--- config.mk ---
export PLATFORM = sky130hd
export DESIGN_NAME = tr_midi_uart_fifo
export DESIGN_NICKNAME = d
export VERILOG_FILES = /design/src/rtl/tr_midi_uart_fifo.sv
export SDC_FILE = /design/constraint.sdc
export NUM_CORES = 1
export LEC_CHECK = 0
export CORE_ASPECT_RATIO = 0.7
export CORE_UTILIZATION = 57
export DETAILED_ROUTE_END_ITERATION = 10
export PLACE_DENSITY = 0.81
export SLEW_MARGIN = 30
export SYNTH_ARGS = -nofsm -noshare
export SYNTH_HDL_FRONTEND = slang
export SYNTH_SLANG_ARGS = --single-unit
--- constraint.sdc ---
create_clock -name clk21m -period 6.5 [get_ports clk21m]
set_input_delay 0.975 -clock clk21m [delete_from_list [all_inputs] [get_ports clk21m]]
set_output_delay 0.975 -clock clk21m [all_outputs]
set_load 0.02 [all_outputs]
--- src/rtl/tr_midi_uart_fifo.sv ---
// tr_midi_uart_fifo: MIDI serial port for the MSX I/O bus.
//   8N1 UART with runtime-programmable bit divisor, TX/RX byte FIFOs of
//   2**FIFO_AW entries and a level interrupt.
// Ports:
//   clk21m     system clock (21.47727 MHz)
//   reset      synchronous, active-high
//   req/ack    bus request pulse / acknowledge one cycle later
//   wrt, adr   write strobe qualifier, register select
//   dbo/dbi    CPU write data / registered read data
//   pMidiTxD   serial out (idle high)
//   pMidiRxD   serial in (asynchronous)
//   pMidiIntr  interrupt, active-high level
// Build option: define TR_MIDI_LOOPBACK_EN to enable control[3] LOOP
//   (internal TxD feeds RX, pMidiTxD held high, pMidiRxD ignored).
module tr_midi_uart_fifo #(
  parameter int unsigned FIFO_AW     = 4,
  parameter int unsigned DIV_RESET   = 687,
  parameter int unsigned SYNC_STAGES = 2
) (
  input  logic       clk21m,
  input  logic       reset,
  input  logic       req,
  output logic       ack,
  input  logic       wrt,
  input  logic [1:0] adr,
  input  logic [7:0] dbo,
  output logic [7:0] dbi,
  output logic       pMidiTxD,
  input  logic       pMidiRxD,
  output logic       pMidiIntr
);
  localparam int unsigned CW = FIFO_AW + 1;

  typedef enum logic [1:0] {S_IDLE, S_START, S_DATA, S_STOP} ser_state_e;

  logic [7:0]         tx_mem [2**FIFO_AW];
  logic [7:0]         rx_mem [2**FIFO_AW];
  logic [FIFO_AW-1:0] tx_wp_q, tx_wp_d, tx_rp_q, tx_rp_d;
  logic [FIFO_AW-1:0] rx_wp_q, rx_wp_d, rx_rp_q, rx_rp_d;
  logic [CW-1:0]      tx_cnt_q, tx_cnt_d, rx_cnt_q, rx_cnt_d;
  logic               ack_q, intr_q, intr_d;
  logic [7:0]         dbi_q, dbi_d, status;
  logic [15:0]        div_q, div_d, div_eff;
  logic [2:0]         ctrl_q, ctrl_d;
  logic               oe_q, oe_d, fe_q, fe_d, tov_q, tov_d;
  logic [SYNC_STAGES-1:0] sync_q;

  ser_state_e  tx_st_q, tx_st_d, rx_st_q, rx_st_d;
  logic [15:0] tx_tmr_q, tx_tmr_d, tx_len_q, tx_len_d;
  logic [15:0] rx_tmr_q, rx_tmr_d, rx_len_q, rx_len_d;
  logic [2:0]  tx_bit_q, tx_bit_d, rx_bit_q, rx_bit_d;
  logic [7:0]  tx_sh_q, tx_sh_d, rx_sh_q, rx_sh_d;
  logic        txd_q, txd_d, rx_prev_q;
  logic        tx_end, tx_start, tx_pop, rx_end, rx_push, fe_set;

  logic tx_push, tx_push_ok, rx_pop_ok, rx_push_ok, ctrl_wr, erst, flush;
  logic tx_empty, tx_full, rx_empty, rx_full, txempty, loop, rx_in;

  assign tx_empty   = (tx_cnt_q == '0);
  assign tx_full    = tx_cnt_q[FIFO_AW];
  assign rx_empty   = (rx_cnt_q == '0);
  assign rx_full    = rx_cnt_q[FIFO_AW];
  assign txempty    = tx_empty & (tx_st_q == S_IDLE);

  assign tx_push    = req & wrt & (adr == 2'd0);
  assign tx_push_ok = tx_push & ~tx_full;
  assign rx_pop_ok  = req & ~wrt & (adr == 2'd0) & ~rx_empty;
  assign rx_push_ok = rx_push & ~rx_full;
  assign ctrl_wr    = req & wrt & (adr == 2'd1);
  assign erst       = ctrl_wr & dbo[4];
  assign flush      = ctrl_wr & dbo[6];
  assign div_eff    = (div_q < 16'd8) ? 16'd8 : div_q;
  assign status     = {2'b00, tov_q, fe_q, oe_q, txempty, ~rx_empty, ~tx_full};

`ifdef TR_MIDI_LOOPBACK_EN
  logic loop_q;
  always_ff @(posedge clk21m) begin
    if (reset || flush) loop_q <= 1'b0;
    else if (ctrl_wr)   loop_q <= dbo[3];
  end
  assign loop = loop_q;
  assign rx_in = loop_q ? txd_q : sync_q[SYNC_STAGES-1];
`else
  assign loop  = 1'b0;
  assign rx_in = sync_q[SYNC_STAGES-1];
`endif

  assign ack       = ack_q;
  assign dbi       = dbi_q;
  assign pMidiTxD  = txd_q | loop;
  assign pMidiIntr = intr_q;

  // Bus registers, FIFO pointers and error flags
  always_comb begin
    dbi_d    = dbi_q;
    div_d    = div_q;
    ctrl_d   = ctrl_q;
    tx_wp_d  = tx_wp_q + FIFO_AW'(tx_push_ok);
    tx_rp_d  = tx_rp_q + FIFO_AW'(tx_pop);
    tx_cnt_d = tx_cnt_q + CW'(tx_push_ok) - CW'(tx_pop);
    rx_wp_d  = rx_wp_q + FIFO_AW'(rx_push_ok);
    rx_rp_d  = rx_rp_q + FIFO_AW'(rx_pop_ok);
    rx_cnt_d = rx_cnt_q + CW'(rx_push_ok) - CW'(rx_pop_ok);
    oe_d     = (oe_q  & ~erst) | (rx_push & rx_full);
    fe_d     = (fe_q  & ~erst) | fe_set;
    tov_d    = (tov_q & ~erst) | (tx_push & tx_full);
    intr_d   = (ctrl_q[1] & ~rx_empty) | (ctrl_q[2] & txempty) | oe_q | fe_q;
    if (req && !wrt) begin
      case (adr)
        2'd0:    dbi_d = rx_empty ? 8'h00 : rx_mem[rx_rp_q];
        2'd1:    dbi_d = status;
        2'd2:    dbi_d = div_q[7:0];
        default: dbi_d = div_q[15:8];
      endcase
    end
    if (req && wrt) begin
      if (adr == 2'd1) ctrl_d = dbo[2:0];
      if (adr == 2'd2) div_d[7:0]  = dbo;
      if (adr == 2'd3) div_d[15:8] = dbo;
    end
    if (flush) begin
      tx_wp_d = '0; tx_rp_d = '0; tx_cnt_d = '0;
      rx_wp_d = '0; rx_rp_d = '0; rx_cnt_d = '0;
    end
  end

  // TX: bit length is latched at each bit boundary so divisor writes
  // never stretch or truncate the bit in flight.
  always_comb begin
    tx_st_d  = tx_st_q;
    tx_tmr_d = tx_tmr_q + 16'd1;
    tx_len_d = tx_len_q;
    tx_bit_d = tx_bit_q;
    tx_sh_d  = tx_sh_q;
    txd_d    = txd_q;
    tx_pop   = 1'b0;
    tx_start = 1'b0;
    tx_end   = (tx_tmr_q == tx_len_q - 16'd1);
    case (tx_st_q)
      S_IDLE: begin
        tx_tmr_d = '0;
        tx_start = ctrl_q[0] & ~tx_empty;
      end
      S_START: if (tx_end) begin
        tx_st_d  = S_DATA;
        tx_bit_d = '0;
        txd_d    = tx_sh_q[0];
      end
      S_DATA: if (tx_end) begin
        if (tx_bit_q == 3'd7) begin
          tx_st_d = S_STOP;
          txd_d   = 1'b1;
        end else begin
          tx_bit_d = tx_bit_q + 3'd1;
          tx_sh_d  = tx_sh_q >> 1;
          txd_d    = tx_sh_q[1];
        end
      end
      S_STOP: if (tx_end) begin
        tx_start = ctrl_q[0] & ~tx_empty;
        tx_st_d  = S_IDLE;
      end
      default: tx_st_d = S_IDLE;
    endcase
    if (tx_end && tx_st_q != S_IDLE) begin
      tx_tmr_d = '0;
      tx_len_d = div_eff;
    end
    if (tx_start) begin
      tx_pop   = 1'b1;
      tx_sh_d  = tx_mem[tx_rp_q];
      tx_st_d  = S_START;
      txd_d    = 1'b0;
      tx_tmr_d = '0;
      tx_len_d = div_eff;
    end
    if (flush) begin
      tx_st_d  = S_IDLE;
      txd_d    = 1'b1;
      tx_tmr_d = '0;
      tx_pop   = 1'b0;
    end
  end

  // RX: start bit is re-checked at half a bit; data/stop sampled mid-bit
  always_comb begin
    rx_st_d  = rx_st_q;
    rx_tmr_d = rx_tmr_q + 16'd1;
    rx_len_d = rx_len_q;
    rx_bit_d = rx_bit_q;
    rx_sh_d  = rx_sh_q;
    rx_push  = 1'b0;
    fe_set   = 1'b0;
    rx_end   = (rx_tmr_q == rx_len_q - 16'd1);
    case (rx_st_q)
      S_IDLE: begin
        rx_tmr_d = '0;
        if (rx_prev_q && !rx_in) begin
          rx_st_d  = S_START;
          rx_len_d = div_eff;
        end
      end
      S_START: if (rx_tmr_q == {1'b0, rx_len_q[15:1]} - 16'd1) begin
        rx_tmr_d = '0;
        rx_len_d = div_eff;
        rx_bit_d = '0;
        rx_st_d  = rx_in ? S_IDLE : S_DATA;
      end
      S_DATA: if (rx_end) begin
        rx_tmr_d = '0;
        rx_len_d = div_eff;
        rx_sh_d  = {rx_in, rx_sh_q[7:1]};
        if (rx_bit_q == 3'd7) rx_st_d = S_STOP;
        else                  rx_bit_d = rx_bit_q + 3'd1;
      end
      S_STOP: if (rx_end) begin
        rx_push = 1'b1;
        fe_set  = ~rx_in;
        rx_st_d = S_IDLE;
      end
      default: rx_st_d = S_IDLE;
    endcase
    if (flush) begin
      rx_st_d = S_IDLE;
      rx_push = 1'b0;
      fe_set  = 1'b0;
    end
  end

  always_ff @(posedge clk21m) begin
    if (tx_push_ok) tx_mem[tx_wp_q] <= dbo;
    if (rx_push_ok) rx_mem[rx_wp_q] <= rx_sh_q;
  end

  always_ff @(posedge clk21m) begin
    if (reset) begin
      ack_q   <= 1'b0;  dbi_q  <= '0;  intr_q <= 1'b0;
      div_q   <= 16'(DIV_RESET);       ctrl_q <= '0;
      oe_q    <= 1'b0;  fe_q   <= 1'b0;  tov_q <= 1'b0;
      tx_wp_q <= '0;  tx_rp_q <= '0;  tx_cnt_q <= '0;
      rx_wp_q <= '0;  rx_rp_q <= '0;  rx_cnt_q <= '0;
      sync_q  <= '1;  rx_prev_q <= 1'b1;
      tx_st_q <= S_IDLE;  tx_tmr_q <= '0;  tx_len_q <= 16'(DIV_RESET);
      tx_bit_q <= '0;  tx_sh_q <= '0;  txd_q <= 1'b1;
      rx_st_q <= S_IDLE;  rx_tmr_q <= '0;  rx_len_q <= 16'(DIV_RESET);
      rx_bit_q <= '0;  rx_sh_q <= '0;
    end else begin
      ack_q   <= req;  dbi_q <= dbi_d;  intr_q <= intr_d;
      div_q   <= div_d;  ctrl_q <= ctrl_d;
      oe_q    <= oe_d;  fe_q <= fe_d;  tov_q <= tov_d;
      tx_wp_q <= tx_wp_d;  tx_rp_q <= tx_rp_d;  tx_cnt_q <= tx_cnt_d;
      rx_wp_q <= rx_wp_d;  rx_rp_q <= rx_rp_d;  rx_cnt_q <= rx_cnt_d;
      sync_q  <= {sync_q[SYNC_STAGES-2:0], pMidiRxD};
      rx_prev_q <= rx_in;
      tx_st_q <= tx_st_d;  tx_tmr_q <= tx_tmr_d;  tx_len_q <= tx_len_d;
      tx_bit_q <= tx_bit_d;  tx_sh_q <= tx_sh_d;  txd_q <= txd_d;
      rx_st_q <= rx_st_d;  rx_tmr_q <= rx_tmr_d;  rx_len_q <= rx_len_d;
      rx_bit_q <= rx_bit_d;  rx_sh_q <= rx_sh_d;
    end
  end

endmodule

======== After elaboration in Yosys (flattened, before gate mapping) ========
Memory sizes are Yosys's and may differ from the RTL's. A register that Yosys moved wholly into a read port is not among the register bits.
Index checks and enable logic that the tools add are counted.
Widths: inputs -> output; s select.
cells by class
  $lt $le $gt $ge ......................... 1
  bitwise logic cells ..................... 32
  shifts and indexed selects .............. 0
  equality and inequality tests ........... 30
  mux-type cells .......................... 58
  multiply operators ...................... 0
  divide/modulo/power cells ............... 0
  reduce and logical (&&, ||, !) cells .... 36
  $add $sub $neg .......................... 15
operators with widths
  cell                   number
  $mux 16                8
  $pmux 16 s3            2
  $eq 16x16->1           3
  $mux 8                 5
  $add 16x1->16 const B  2
  $sub 16x1->16 const B  2
  $ne 2x2->1 const B     12
  $pmux 8 s3             1
  $mux 2                 10
  $and 1x1->1            19
  $mux 1                 18
  $mux 3                 6
  $add 4x1->4            4
  $lt 16x4->1 const B    1
  $sub 15x1->16 const B  1
  $reduce_and 5->1       3
  $eq 2x2->1 const B     6
  $ne 3x3->1 const B     4
  $pmux 3 s2             2
  $reduce_and 4->1       3
  $reduce_bool 2->1      6
  $add 5x1->5            2
  $logic_not 5->1        2
  $sub 5x1->5            2
  19 further kinds       48
word-level totals
  memory bits (read-only) ................. 0
  memories kept ........................... 2
  register bits ........................... 152
  bits in writable memories ............... 256
  input port bits ......................... 15
  latch bits .............................. 0
  word-level logic and storage cells ...... 203
  output and inout bits ................... 11
memories
  name    depth  bits a word  read ports  clocked after memory_dff  wr ports  RTL line  source
  rx_mem  16     8            1           1                         1         37        logic [7:0] rx_mem [2**FIFO_AW];
  tx_mem  16     8            1           1                         1         36        logic [7:0] tx_mem [2**FIFO_AW];

======== Depth between registers and ports, before layout ========
Gate-level depths: netlist (run 1).
  depth in word-level cells ............... 9
  gate-level depth with buffers ........... 20
  depth with buffers taken out ............ 18

======== Worst setup path before layout (run 1) ========
Ideal clock, no wire load.
  path kind ............................... register -> register
  from .................................... register rx_len_q[2]
  to ...................................... register rx_cnt_q[4]
  buffers on the path ..................... 2
  setup slack ............................. 2.269 ns
  data arrival time ....................... 4.106 ns
  stages on the path, launching flop included .. 21
  setup time .............................. 0.125 ns
  required time ........................... 6.375 ns
  period minus slack after synthesis ...... 4.231 ns
  cells stage by stage .................... dfxtp_1 clkbuf_1 inv_1 ha_1 clkbuf_1 nor4b_1 nand3_1 o21a_1 nor4_1 nand4_2 nor3_4 inv_1 ha_1 inv_1 ha_1 fa_1 a21oi_1 nor2_1 nor2_1 xnor2_1 nor2_1
on the way
  longest elaborated chain between the ends .. 8
ends and longest elaborated chain
  element                   RTL line  source
  start: declaration        50        logic [15:0] rx_tmr_q, rx_tmr_d, rx_len_q, rx_len_d;
  start signal: assignment  257       rx_st_q <= rx_st_d; rx_tmr_q <= rx_tmr_d; rx_len_q <= rx_len_d;
  $sub 16x1->16             194       rx_end = (rx_tmr_q == rx_len_q - 16'd1);
  $eq 16x16->1              194
  $mux 1                    216       S_STOP: if (rx_end) begin
  $mux 1                    195       case (rx_st_q)
  $mux 1                    223       if (flush) begin
  $and 1x1->1               68        assign rx_push_ok = rx_push & ~rx_full;
  $add 5x1->5               103       rx_cnt_d = rx_cnt_q + CW'(rx_push_ok) - CW'(rx_pop_ok);
  $sub 5x1->5               103
  end signal: assignment    252       rx_wp_q <= rx_wp_d; rx_rp_q <= rx_rp_d; rx_cnt_q <= rx_cnt_d;
  end: declaration          40        logic [CW-1:0] tx_cnt_q, tx_cnt_d, rx_cnt_q, rx_cnt_d;
No other way between the ends.
A chain may end at the register's enable or synchronous reset.

======== Worst setup path after layout (run 1) ========
  from .................................... register rx_len_q[1]
  to ...................................... register rx_cnt_q[4]
Same word-level chain as after synthesis.

==> results.txt, run 1 <==
----------------------------------------------------
[Run status]
  Status ... complete, no violations

[Detailed routing]
  Length of the first detailed-routing pass in iterations ... 5
  Routed WL per cell ... 21.3 um
  Final WL ... roughly 40000 um
  DR DRC count ... 0
  Vias after detailed routing ... 11480
  Vias per Instance ... 6.15
  Routed Antenna Nets ... 0
  Starting DRT DRC Count ... 1252

[Yosys]
  Cell with the most instances after synthesis ... edfxtp_1
  Largest area contributor in the netlist ... edfxtp_1
  Library cells used by synthesis ... 73
  Dominant cells by area after synthesis ... edfxtp_1 (42%), dfxtp_1 (17%), mux4_2 (8.7%)
  Syn Area/Cell ... around 13 um2
  Number of synthesized register bits ... around 400
  Instance count of the mapped netlist ... 1417
  Area share of the largest cell type after synthesis ... 42.4%
  Yosys warnings ... 0
  Post-synthesis net count ... around 1500
  Number of enable flip-flop cells after synthesis ... 256
  Sequential cell area fraction in the yosys report ... 59.2%
  Most common library cells after synthesis ... edfxtp_1 (256), nor2_1 (155), dfxtp_1 (152)
  Top FF cell, synth ... edfxtp_1
  Ys async rst share ... 0%
  Mapped cell area ... about 18000 um2

[Pwr]
  Combinational fraction of design power ... 5.6%
  Overall Power ... 5.32 mW
  Switching part of the total power ... 22.2%
  Maximum resistive drop on vdd ... 229 uV
  Sw Pwr ... 1.18 mW
  Internal power summed over all cells ... 4.14 mW
  Power share of the sequential group ... 52.5%
  Power per standard cell area ... 267 nW/um2
  Static leakage power ... 6.56 nW
  Part of the power in the clock network ... a little over two fifths

[GRT]
  Gr ovfl total ... 0
  Total global routing track utilization ... ~25%
  Wire length of the first global-routing pass ... 62500 um
  Vias in the first global route ... 11097
  Number of antenna violations at the first check in global routing ... 1
  Largest net degree at the start of global routing ... 72

[Clock network]
  Root Buffer Master ... clkbuf_16
  Number of H-tree branching levels ... 2
  Reg clk slew, reported paths ... 0.07 ns
  Bufs on Longest Clock Path ... 3
  Post-cts repair resize count ... 0
  Clock tree from TritonCTS ... built
  Buffer count from post-CTS setup fixing ... 0
  Clock latency reported for the late side of the worst-skew pair ... 0.56 ns
  Sinks on the clock net ... 408
  Cts bufs inserted ... 38
  Hold bufs inserted after CTS ... 0

[Placed design]
  Detailed Place HPWL ... about 26000 um
  Worst Setup Slack post-DPL ... roughly 1.7 ns
  Placer Congestion ... between 0.9 and 1
  Port buffer count ... 25

[Worst setup path]
  Data arrival at the endpoint of the critical path ... 5.26 ns
  Critical Path End Type ... register
  Classification of the worst setup path ... reg2reg
  Number of buffers and inverters on the critical path ... 3
  Crit Path Max Fanout ... 9
  Kind of cell adding the most delay to the critical path ... simple AND/OR/NAND/NOR gates
  Critical Path Source Type ... register
  CP Cell Sequence ... inv_1 > ha_1 > nor4b_1 > nand3_1 > o21a_1 > nor4_1 > nand4_2 > nor3_4 > inv_1 > ha_1 > inv_1 > ha_1 > fa_1 > a21oi_1 > nor2_1 > nor2_1 > xnor2_1 > nor2_1
  Cell at the slowest stage of the critical path ... nor4b_1
  Required time worst endpoint ... between 6 and 7 ns
  Delay of the slowest cell on the worst path ... between 0.5 and 0.6 ns

[STA]
  Final clock skew ... around 0.017 ns
  Remaining max-slew budget at the tightest pin ... 36.1%
  Final setup violation count ... 0
  Share of the cycle needed by the critical path after routing ... 74.5%
  Slew Viols, Final ... 0
  Time the final worst path needs with I/O delays and setup ... 4.84 ns
  Unrepaired setup endpoints after global routing ... no
  Final-report hold violation count ... 0
  Peak clock frequency supported by timing ... 0.206 GHz
  Worst Max-Slew Pin Slew ... 0.957 ns
  Setup TNS ... 0 ns
  PnR worst setup slack ... roughly 1.7 ns
  Worst hold slack ... 0.420 ns

[Floorplan]
  Area enclosed by the die boundary ... 32500 um2
  Die Span X ... between 200 and 250 um
  Top-Level Pins ... 26
  Chip height ... 151 um
  Number of cell rows ... 54
  Starting Density ... 58.1%
  Core outline area ... 31200 um2

[Job]
  Number of max-cap violations ... 0

[Finish]
  Layout Area Growth over Synthesis ... 9.99%
  Share of cells above drive strength 1 ... 12.6%
  Count of filler cells inserted in the layout ... 2259
  Final core utilization ... 63.9%
  Number of nets at the end of the flow ... 1469

[Min path]
  Hold Crit Class ... reg2reg

----------------------------------------------------
path summary, 6_finish.rpt:
kind | start | end | slack (ns) | depth (start not counted)
worst min register to register | sync_q[0]$_SDFF_PP1_ | sync_q[1]$_SDFF_PP1_ | 0.42 | 1
worst max register to register | rx_len_q[1]$_SDFFE_PP1P_ | rx_cnt_q[4]$_SDFF_PP0_ | 1.66 | 18
worst max-delay path | rx_len_q[1]$_SDFFE_PP1P_ | rx_cnt_q[4]$_SDFF_PP0_ | 1.66 | 18
worst min-delay path | sync_q[0]$_SDFF_PP1_ | sync_q[1]$_SDFF_PP1_ | 0.42 | 1
state kept, by name, summed over array words and instances (netlist names), 16 cells and up, named ones only:
signal    count
rx_mem      128
tx_mem      128
div_q        16
rx_len_q     16
rx_tmr_q     16
tx_len_q     16
tx_tmr_q     16
stage by stage:
stage | cell area, um2 | cells
after floorplan | 18100 | 1417
after global placement | 18700 | 1797
after detailed placement | 18700 | 1797
after CTS | 19900 | 1866
after global routing | 19900 | 1868
final | 19900 | 1868
cells in the final DEF, fill, tap and decap left out, types with 10 or more instances in the layout:
| cell type | netlist | final |
|---|---|---|
| a21oi_1 | 69 | 69 |
| and2_1 | 15 | 15 |
| and3_1 | 16 | 16 |
| buf_4 | 1 | 16 |
| clkbuf_16 | 0 | 38 |
| clkdlybuf4s50_1 | 0 | 24 |
| clkinv_2 | 0 | 12 |
| dfxtp_1 | 152 | 150 |
| edfxtp_1 | 256 | 256 |
| ha_1 | 34 | 34 |
| inv_1 | 33 | 33 |
| mux2i_1 | 45 | 45 |
| mux4_2 | 70 | 70 |
| nand2_1 | 81 | 81 |
| nand2b_1 | 19 | 19 |
| nand3_1 | 36 | 36 |
| nand3b_1 | 12 | 12 |
| nor2_1 | 155 | 154 |
| nor2b_1 | 13 | 13 |
| nor3_1 | 49 | 49 |
| nor4_1 | 11 | 10 |
| o21ai_0 | 20 | 20 |
| o22ai_1 | 10 | 10 |
| xnor2_1 | 55 | 55 |
| xor2_1 | 45 | 45 |
area by class of cell:
| class | instances | area (um2) | area share, % |
|---|---|---|---|
| clock buffer | 48 | 1030 | 5.16 |
| inverter | 33 | 124 | 0.621 |
| timing repair buffer | 41 | 372 | 1.86 |
| tap | 420 | 526 | 2.64 |
| multi-input combinational | 896 | 6930 | 34.8 |
| sequential | 408 | 10700 | 53.8 |
| clock inverter | 21 | 215 | 1.08 |
| antenna | 1 | 2.50 | 0.0126 |
routing by layer:
metal | vias to the layer above | wire length, um | track usage, %
met5 | - | 0 | 0
met4 | 0 | 783 | 6.91
met3 | 72 | 3190 | 5.04
met2 | 430 | 18200 | 39.5
met1 | 5729 | 17500 | 35.7
li1 | 5249 | - | -
cells by family (layout without fill, tap and decap cells):
family          after synthesis  in the layout  share of synthesized area (%)
compound gates              178            178                           6.48
xor+xnor                    100            100                           4.83
fa+ha+maj                    36             36                           2.57
buf+inv                     113            143                           2.66
flops                       408            408                           59.2
mux                         124            124                           11.7
other cells                   0              1                              0
simple gates                458            458                           12.5
power groups by stage:
stage	logic [mW]	clock network (mW)	registers [mW]
floorplan	0.205	0	2.84
global placement	0.283	0	2.85
detailed placement	0.291	0	2.85
CTS	0.295	2.26	2.79
global route	0.326	2.35	2.79
finish	0.296	2.23	2.79
No activity file was read; power rests on OpenSTA's default activity.
==> run 2, diff against run 1 <==
==> constraint.sdc (replaced) <==
create_clock -name clk21m -period 4.63 [get_ports clk21m]
set_input_delay 0.6945 -clock clk21m [delete_from_list [all_inputs] [get_ports clk21m]]
set_output_delay 0.6945 -clock clk21m [all_outputs]
set_load 0.02 [all_outputs]
==> run 2 against run 1 <==
Net effect: maximum frequency rose by 12%; critical path type unchanged; register-to-register slack got worse by 1.3 ns; sequential share of layout area fell by 0.72 points; via count rose by 1.2%; largest cell class unchanged.
==> results.txt, run 2 (same netlist as run 1, synthesis figures left out) <==
----------------------------------------------------
[Finish]
  Layout Area Growth over Synthesis ... 11.5%
  Commonest non-fill, non-tap cells in the layout ... edfxtp_1 (256), nor2_1 (155), dfxtp_1 (150), nand2_1 (81), mux4_2 (70)
  Final core utilization ... 64.7%
  Number of nets at the end of the flow ... 1501
  Non-Filler Instances ... 1901
  Post-Layout Inst Area ... 20200 um2
  Registers with the most flip-flops ... rx_mem x128, tx_mem x128
  Count of filler cells inserted in the layout ... 2233
  Antenna Cells ... 0
  Commonest non-fill, non-tap cell in the layout ... edfxtp_1
  Share of cells above drive strength 1 ... 13.7%

[Min path]
  Startpoint of the tightest hold check path ... sync_q[0]$_SDFF_PP1_
  Hold Crit Class ... reg2reg
  Hold depth ... 1
  Hold Path Sink ... sync_q[1]$_SDFF_PP1_

[Detailed routing]
  Vias per Instance ... 6.11
  Starting DRT DRC Count ... 1114
  Routed Antenna Nets ... 0
  Routed WL per cell ... ~21 um
  Vias after detailed routing ... 11623
  Final WL ... around 40000 um
  DR DRC count ... 0
  Length of the first detailed-routing pass in iterations ... 5

[Worst setup path]
  Classification of the worst setup path ... reg2reg
  Number of cell instances on the worst register-to-register path ... 16
  Delay of the slowest cell on the worst path ... 0.73 ns
  RR Endpoint ... tx_cnt_q[4]$_SDFF_PP0_
  Most prevalent standard cell on the critical path ... a21oi_1
  Cell at the slowest stage of the critical path ... or4_1
  Critical Path Source Type ... register
  Crit Path Max Fanout ... 8
  Slack of the worst reg-to-reg path ... about 0.32 ns
  CP Cell Sequence ... or4_4 > or4_1 > a21oi_1 > o22ai_1 > or4_1 > o31ai_4 > nand3_1 > o21ai_0 > ha_1 > inv_1 > fa_1 > inv_1 > a21oi_1 > nor2_1 > or3_1 > a21oi_1
  Data arrival at the endpoint of the critical path ... 4.74 ns
  Required time worst endpoint ... around 5.1 ns
  Startpoint of the lowest-slack register-to-register path ... tx_len_q[0]$_SDFFE_PP1P_
  Critical Path End Type ... register

[Clock network]
  Clock latency reported for the late side of the worst-skew pair ... 0.55 ns
  Bufs on Longest Clock Path ... 3
  Post-cts repair resize count ... 0
  Clock tree from TritonCTS ... built
  Reg clk slew, reported paths ... roughly 0.060 ns
  Cts bufs inserted ... 40
  Root Buffer Master ... clkbuf_16
  Hold bufs inserted after CTS ... 0
  Number of H-tree branching levels ... 2
  Sinks on the clock net ... 408

[Pwr]
  Overall Power ... 7.61 mW
  Static leakage power ... 6.73 nW
  Part of the power in the clock network ... between 40% and 50%
  Sw Pwr ... 1.70 mW
  Power share of the sequential group ... 51.6%
  Combinational fraction of design power ... 5.5%
  Power per standard cell area ... 377 nW/um2
  Switching part of the total power ... around 22%
  Internal power summed over all cells ... 5.91 mW
  Maximum resistive drop on vdd ... 350 uV

[Floorplan]
  Number of cell rows ... between 50 and 60
  Core outline area ... approximately 31000 um2
  Area enclosed by the die boundary ... 32500 um2
  Die Span X ... 215 um
  Top-Level Pins ... 26
  Chip height ... 151 um
  Starting Density ... 58.1%

[STA]
  Worst hold slack ... 0.419 ns
  Unrepaired setup endpoints after global routing ... no
  Remaining max-slew budget at the tightest pin ... 38.6%
  Time the final worst path needs with I/O delays and setup ... 4.31 ns
  Worst Max-Slew Pin Slew ... 0.919 ns
  PnR worst setup slack ... ~0.32 ns
  Final setup violation count ... 0
  Final clock skew ... slightly below 0.02 ns
  Final-report hold violation count ... 0
  Setup TNS ... 0 ns
  Share of the cycle needed by the critical path after routing ... 93.1%
  Slew Viols, Final ... 0
  Peak clock frequency supported by timing ... roughly 0.23 GHz

[Placed design]
  Worst Setup Slack post-DPL ... 0.320 ns
  Port buffer count ... 25
  Placer Congestion ... 0.883
  Detailed Place HPWL ... approximately 27000 um
  Total instance count after detailed placement ... 1825
  Post-detailed-placement cell area ... 18900 um2

[Job]
  Number of max-cap violations ... 0

[GRT]
  Gr ovfl total ... 0
  Number of antenna violations at the first check in global routing ... 2
  Vias in the first global route ... 11308
  Largest net degree at the start of global routing ... 55
  Wire length of the first global-routing pass ... 63100 um
  Total global routing track utilization ... about a quarter

[Run status]
  Status ... complete, no violations

----------------------------------------------------
-- run 2: repair_timing --
action,in CTS,in global routing
setup endpoints to repair,0,1
buffers inserted,0,3
hold endpoints to repair,0,0
-- run 2: metal layers --
layer | vias up | wire length, um | share of wire [%] | track usage (%)
met5 | - | 9 | 0.022 | 0
met4 | 2 | 1440 | 3.5 | 9.82
met3 | 107 | 3480 | 8.5 | 6.06
met2 | 486 | 18400 | 45 | 39.0
met1 | 5719 | 17500 | 43 | 35.5
li1 | 5309 | - | - | -
-- run 2: final cells by class --
| type | instances | area (um2) | area share (%) |
|---|---|---|---|
| inverters | 33 | 124 | 0.613 |
| multi-input cells | 896 | 6920 | 34.2 |
| well taps | 420 | 526 | 2.60 |
| clock buffers | 51 | 1050 | 5.21 |
| clock inverters | 22 | 259 | 1.28 |
| repair buffers | 71 | 593 | 2.93 |
| flip-flops and latches | 408 | 10700 | 53.1 |
-- run 2: worst max-delay path by stage --
| stage | from | endpoint | slack (ns) | cells past startpoint |
|---|---|---|---|---|
| final | tx_len_q[0]$_SDFFE_PP1P_ | tx_cnt_q[4]$_SDFF_PP0_ | 0.32 | 16 |
| after global routing | tx_len_q[2]$_SDFFE_PP1P_ | tx_cnt_q[4]$_SDFF_PP0_ | 0.05 | 16 |
| after CTS | rx_len_q[1]$_SDFFE_PP1P_ | rx_cnt_q[4]$_SDFF_PP0_ | 0.33 | 19 |
| after detailed placement | rx_len_q[1]$_SDFFE_PP1P_ | rx_cnt_q[4]$_SDFF_PP0_ | 0.32 | 19 |
| after global placement | tx_len_q[0]$_SDFFE_PP1P_ | tx_cnt_q[4]$_SDFF_PP0_ | 0.49 | 16 |
| after floorplan | rx_len_q[2]$_SDFFE_PP1P_ | rx_cnt_q[4]$_SDFF_PP0_ | 0.40 | 20 |
-- run 2: worst max-delay path: cells and delay by family, from the launching register on --
family / cells / cell delay (ns)
compound gates: 6 / 0.86
fa+ha+maj: 2 / 0.61
buf+inv: 2 / 0.13
flops: 1 / 0.35
simple gates: 6 / 2.26
-- run 2: power by group through the flow --
stage,Sequential (mW),Clock [mW],Combinational [mW]
after global placement,4.00,0,0.393
after CTS,3.93,3.31,0.413
after global routing,3.93,3.45,0.457
after floorplan,3.99,0,0.288
final,3.93,3.27,0.416
after detailed placement,4.00,0,0.407
==> run 3, diff against run 2 <==
--- a/config.mk
+++ b/config.mk
@@ -8,6 +8,7 @@
 export CORE_ASPECT_RATIO = 0.7
 export CORE_UTILIZATION = 57
 export DETAILED_ROUTE_END_ITERATION = 10
+export MAX_ROUTING_LAYER = met4
 export PLACE_DENSITY = 0.81
 export SLEW_MARGIN = 30
 export SYNTH_ARGS = -nofsm -noshare
==> run 3 against run 2 <==
Net effect: sequential power about the same; worst hold slack got worse by 0.0078 ns; via count decreased by 0.50%.
==> results.txt, run 3 (same netlist as run 1, synthesis figures left out) <==
----------------------------------------------------
[Detailed routing]
  Final WL ... 40500 um
  Starting DRT DRC Count ... 1136
  Routed Antenna Nets ... 0
  Routed WL per cell ... 21.4 um
  Vias after detailed routing ... 11565
  Vias per Instance ... roughly 6
  Length of the first detailed-routing pass in iterations ... 5
  DR DRC count ... 0

[Floorplan]
  Starting Density ... 58.1%
  Core outline area ... about 31000 um2
  Die Span X ... 215 um
  Chip height ... roughly 150 um
  Top-Level Pins ... 26
  Area enclosed by the die boundary ... 32500 um2
  Number of cell rows ... 54

[Worst setup path]
  Kind of cell adding the most delay to the critical path ... simple AND/OR/NAND/NOR gates
  Critical Path Source Type ... register
  CP Cell Sequence ... or4_4 > or4_1 > a21oi_1 > o22ai_1 > or4_1 > o31ai_4 > nand3_1 > o21ai_0 > ha_1 > inv_1 > fa_1 > inv_1 > a21oi_1 > nor2_1 > o21ai_0 > a21oi_1
  Critical Path End Type ... register
  Required time worst endpoint ... about 5.1 ns
  Number of cell instances on the worst register-to-register path ... 16
  Slack of the worst reg-to-reg path ... 0.37 ns
  Levels on crit path ... 16
  Cell at the slowest stage of the critical path ... or4_1
  Most prevalent standard cell on the critical path ... a21oi_1
  Worst setup path start ... tx_len_q[2]$_SDFFE_PP1P_
  Data arrival at the endpoint of the critical path ... between 4 and 5 ns
  Delay of the slowest cell on the worst path ... 0.72 ns
  Classification of the worst setup path ... reg2reg
  Crit Path Max Fanout ... 9
  Startpoint of the lowest-slack register-to-register path ... tx_len_q[2]$_SDFFE_PP1P_
  RR Endpoint ... tx_cnt_q[4]$_SDFF_PP0_
  Number of buffers and inverters on the critical path ... 2

[STA]
  Worst hold slack ... 0.411 ns
  Share of the cycle needed by the critical path after routing ... 92.0%
  PnR worst setup slack ... 0.369 ns
  Unrepaired setup endpoints after global routing ... no
  Final-report hold violation count ... 0
  Final clock skew ... 0.0188 ns
  Setup TNS ... 0 ns
  Slew Viols, Final ... 0
  Peak clock frequency supported by timing ... 0.235 GHz
  Worst Max-Slew Pin Slew ... 0.948 ns
  Final setup violation count ... 0
  Remaining max-slew budget at the tightest pin ... 36.7%
  Time the final worst path needs with I/O delays and setup ... roughly 4.3 ns

[Clock network]
  Bufs on Longest Clock Path ... 3
  Cts bufs inserted ... 39
  Number of H-tree branching levels ... 2
  Sinks on the clock net ... 408
  Clock latency reported for the late side of the worst-skew pair ... 0.55 ns
  Clock tree from TritonCTS ... built
  Buffer count from post-CTS setup fixing ... 0
  Reg clk slew, reported paths ... 0.07 ns
  Root Buffer Master ... clkbuf_16

[GRT]
  Vias in the first global route ... 11340
  Number of antenna violations at the first check in global routing ... 0
  Grt met3 use ... 4.46%
  Wire length of the first global-routing pass ... 63900 um
  Gr ovfl total ... 0
  Total global routing track utilization ... 26.3%
  Global routing's busiest layer ... met2
  Largest net degree at the start of global routing ... 53
  Global-route met1 utilization ... 37.3%
  Fraction of met2 tracks used by global routing ... 39.1%

[Placed design]
  Worst Setup Slack post-DPL ... 0.326 ns
  Placer Congestion ... ~0.9
  Port buffer count ... 25
  Detailed Place HPWL ... 27100 um
  Post-detailed-placement cell area ... roughly 19000 um2
  Total instance count after detailed placement ... 1824

[Min path]
  Hold Crit Class ... reg2reg
  Hold Path Sink ... sync_q[1]$_SDFF_PP1_
  Hold depth ... 1
  Startpoint of the tightest hold check path ... sync_q[0]$_SDFF_PP1_

[Finish]
  Post-Layout Inst Area ... slightly above 20000 um2
  Commonest non-fill, non-tap cell in the layout ... edfxtp_1
  Layout Area Growth over Synthesis ... 10.9%
  Share of cells above drive strength 1 ... 13.8%
  Registers with the most flip-flops ... rx_mem x128, tx_mem x128
  Antenna Cells ... 0
  Non-Filler Instances ... 1894
  Commonest non-fill, non-tap cells in the layout ... edfxtp_1 (256), nor2_1 (155), dfxtp_1 (150), nand2_1 (81), mux4_2 (70)
  Number of nets at the end of the flow ... 1496

[Job]
  Number of max-cap violations ... 0

[Pwr]
  Maximum resistive drop on vdd ... 332 uV
  Power per standard cell area ... 371 nW/um2
  Static leakage power ... around 6.7 nW

[Run status]
  Status ... complete, no violations

----------------------------------------------------
[run 3: metrics by stage]
| stage | utilization, % | power [mW] |
|---|---|---|
| detailed placement | 60.4 | 4.41 |
| finish | 64.4 | 7.46 |
| floorplan | - | 4.28 |
| CTS | 64.4 | 7.50 |
| global placement | 60.4 | 4.40 |
| global route | 64.4 | 7.69 |
[run 3: how the worst max path moves through the flow]
stage / end / slack [ns]
floorplan: rx_cnt_q[4]$_SDFF_PP0_ / 0.40
global placement: rx_cnt_q[4]$_SDFF_PP0_ / 0.45
detailed placement: rx_cnt_q[4]$_SDFF_PP0_ / 0.33
CTS: rx_cnt_q[4]$_SDFF_PP0_ / 0.32
global route: tx_cnt_q[4]$_SDFF_PP0_ / 0.03
finish: tx_cnt_q[4]$_SDFF_PP0_ / 0.37
[run 3: timing repair]
| item | 4_1_cts | 5_1_grt |
|---|---|---|
| setup endpoints to repair | 0 | 2 |
| hold buffers | 0 | 0 |
| resized for setup | 0 | 2 |
[run 3: per-layer routing]
layer	up-vias	part of all wire, %	wire length (um)
met5	-	0	0
met4	0	2.7	1100
met3	86	8.0	3250
met2	503	45	18200
met1	5676	44	17900
li1	5300	-	-
[run 3: worst reg2reg max path, cell delays in order, from the launching register on]
cell     delay [ns]
dfxtp_1        0.39
or4_4          0.58
or4_1          0.53
a21oi_1        0.17
o22ai_1        0.09
or4_1          0.72
o31ai_4        0.34
nand3_1        0.17
o21ai_0        0.12
ha_1           0.20
inv_1          0.05
fa_1           0.39
inv_1          0.07
a21oi_1        0.06
nor2_1         0.11
o21ai_0        0.09
a21oi_1        0.14
[run 3: cell type report]
| class | count | area, um2 |
|---|---|---|
| fill | 2238 | 11100 |
| clock inverter | 23 | 223 |
| clock buffer | 47 | 1010 |
| tap | 420 | 526 |
| multi-input combinational | 896 | 6930 |
| timing repair buffer | 67 | 563 |
| sequential | 408 | 10700 |
| inverter | 33 | 124 |
[run 3: report_power, final]
part	switching, mW	leakage (nW)	internal [mW]	total, mW
clock network	1.39	0.587	1.73	3.12
registers	0.0491	3.57	3.88	3.93
logic	0.234	2.51	0.175	0.409
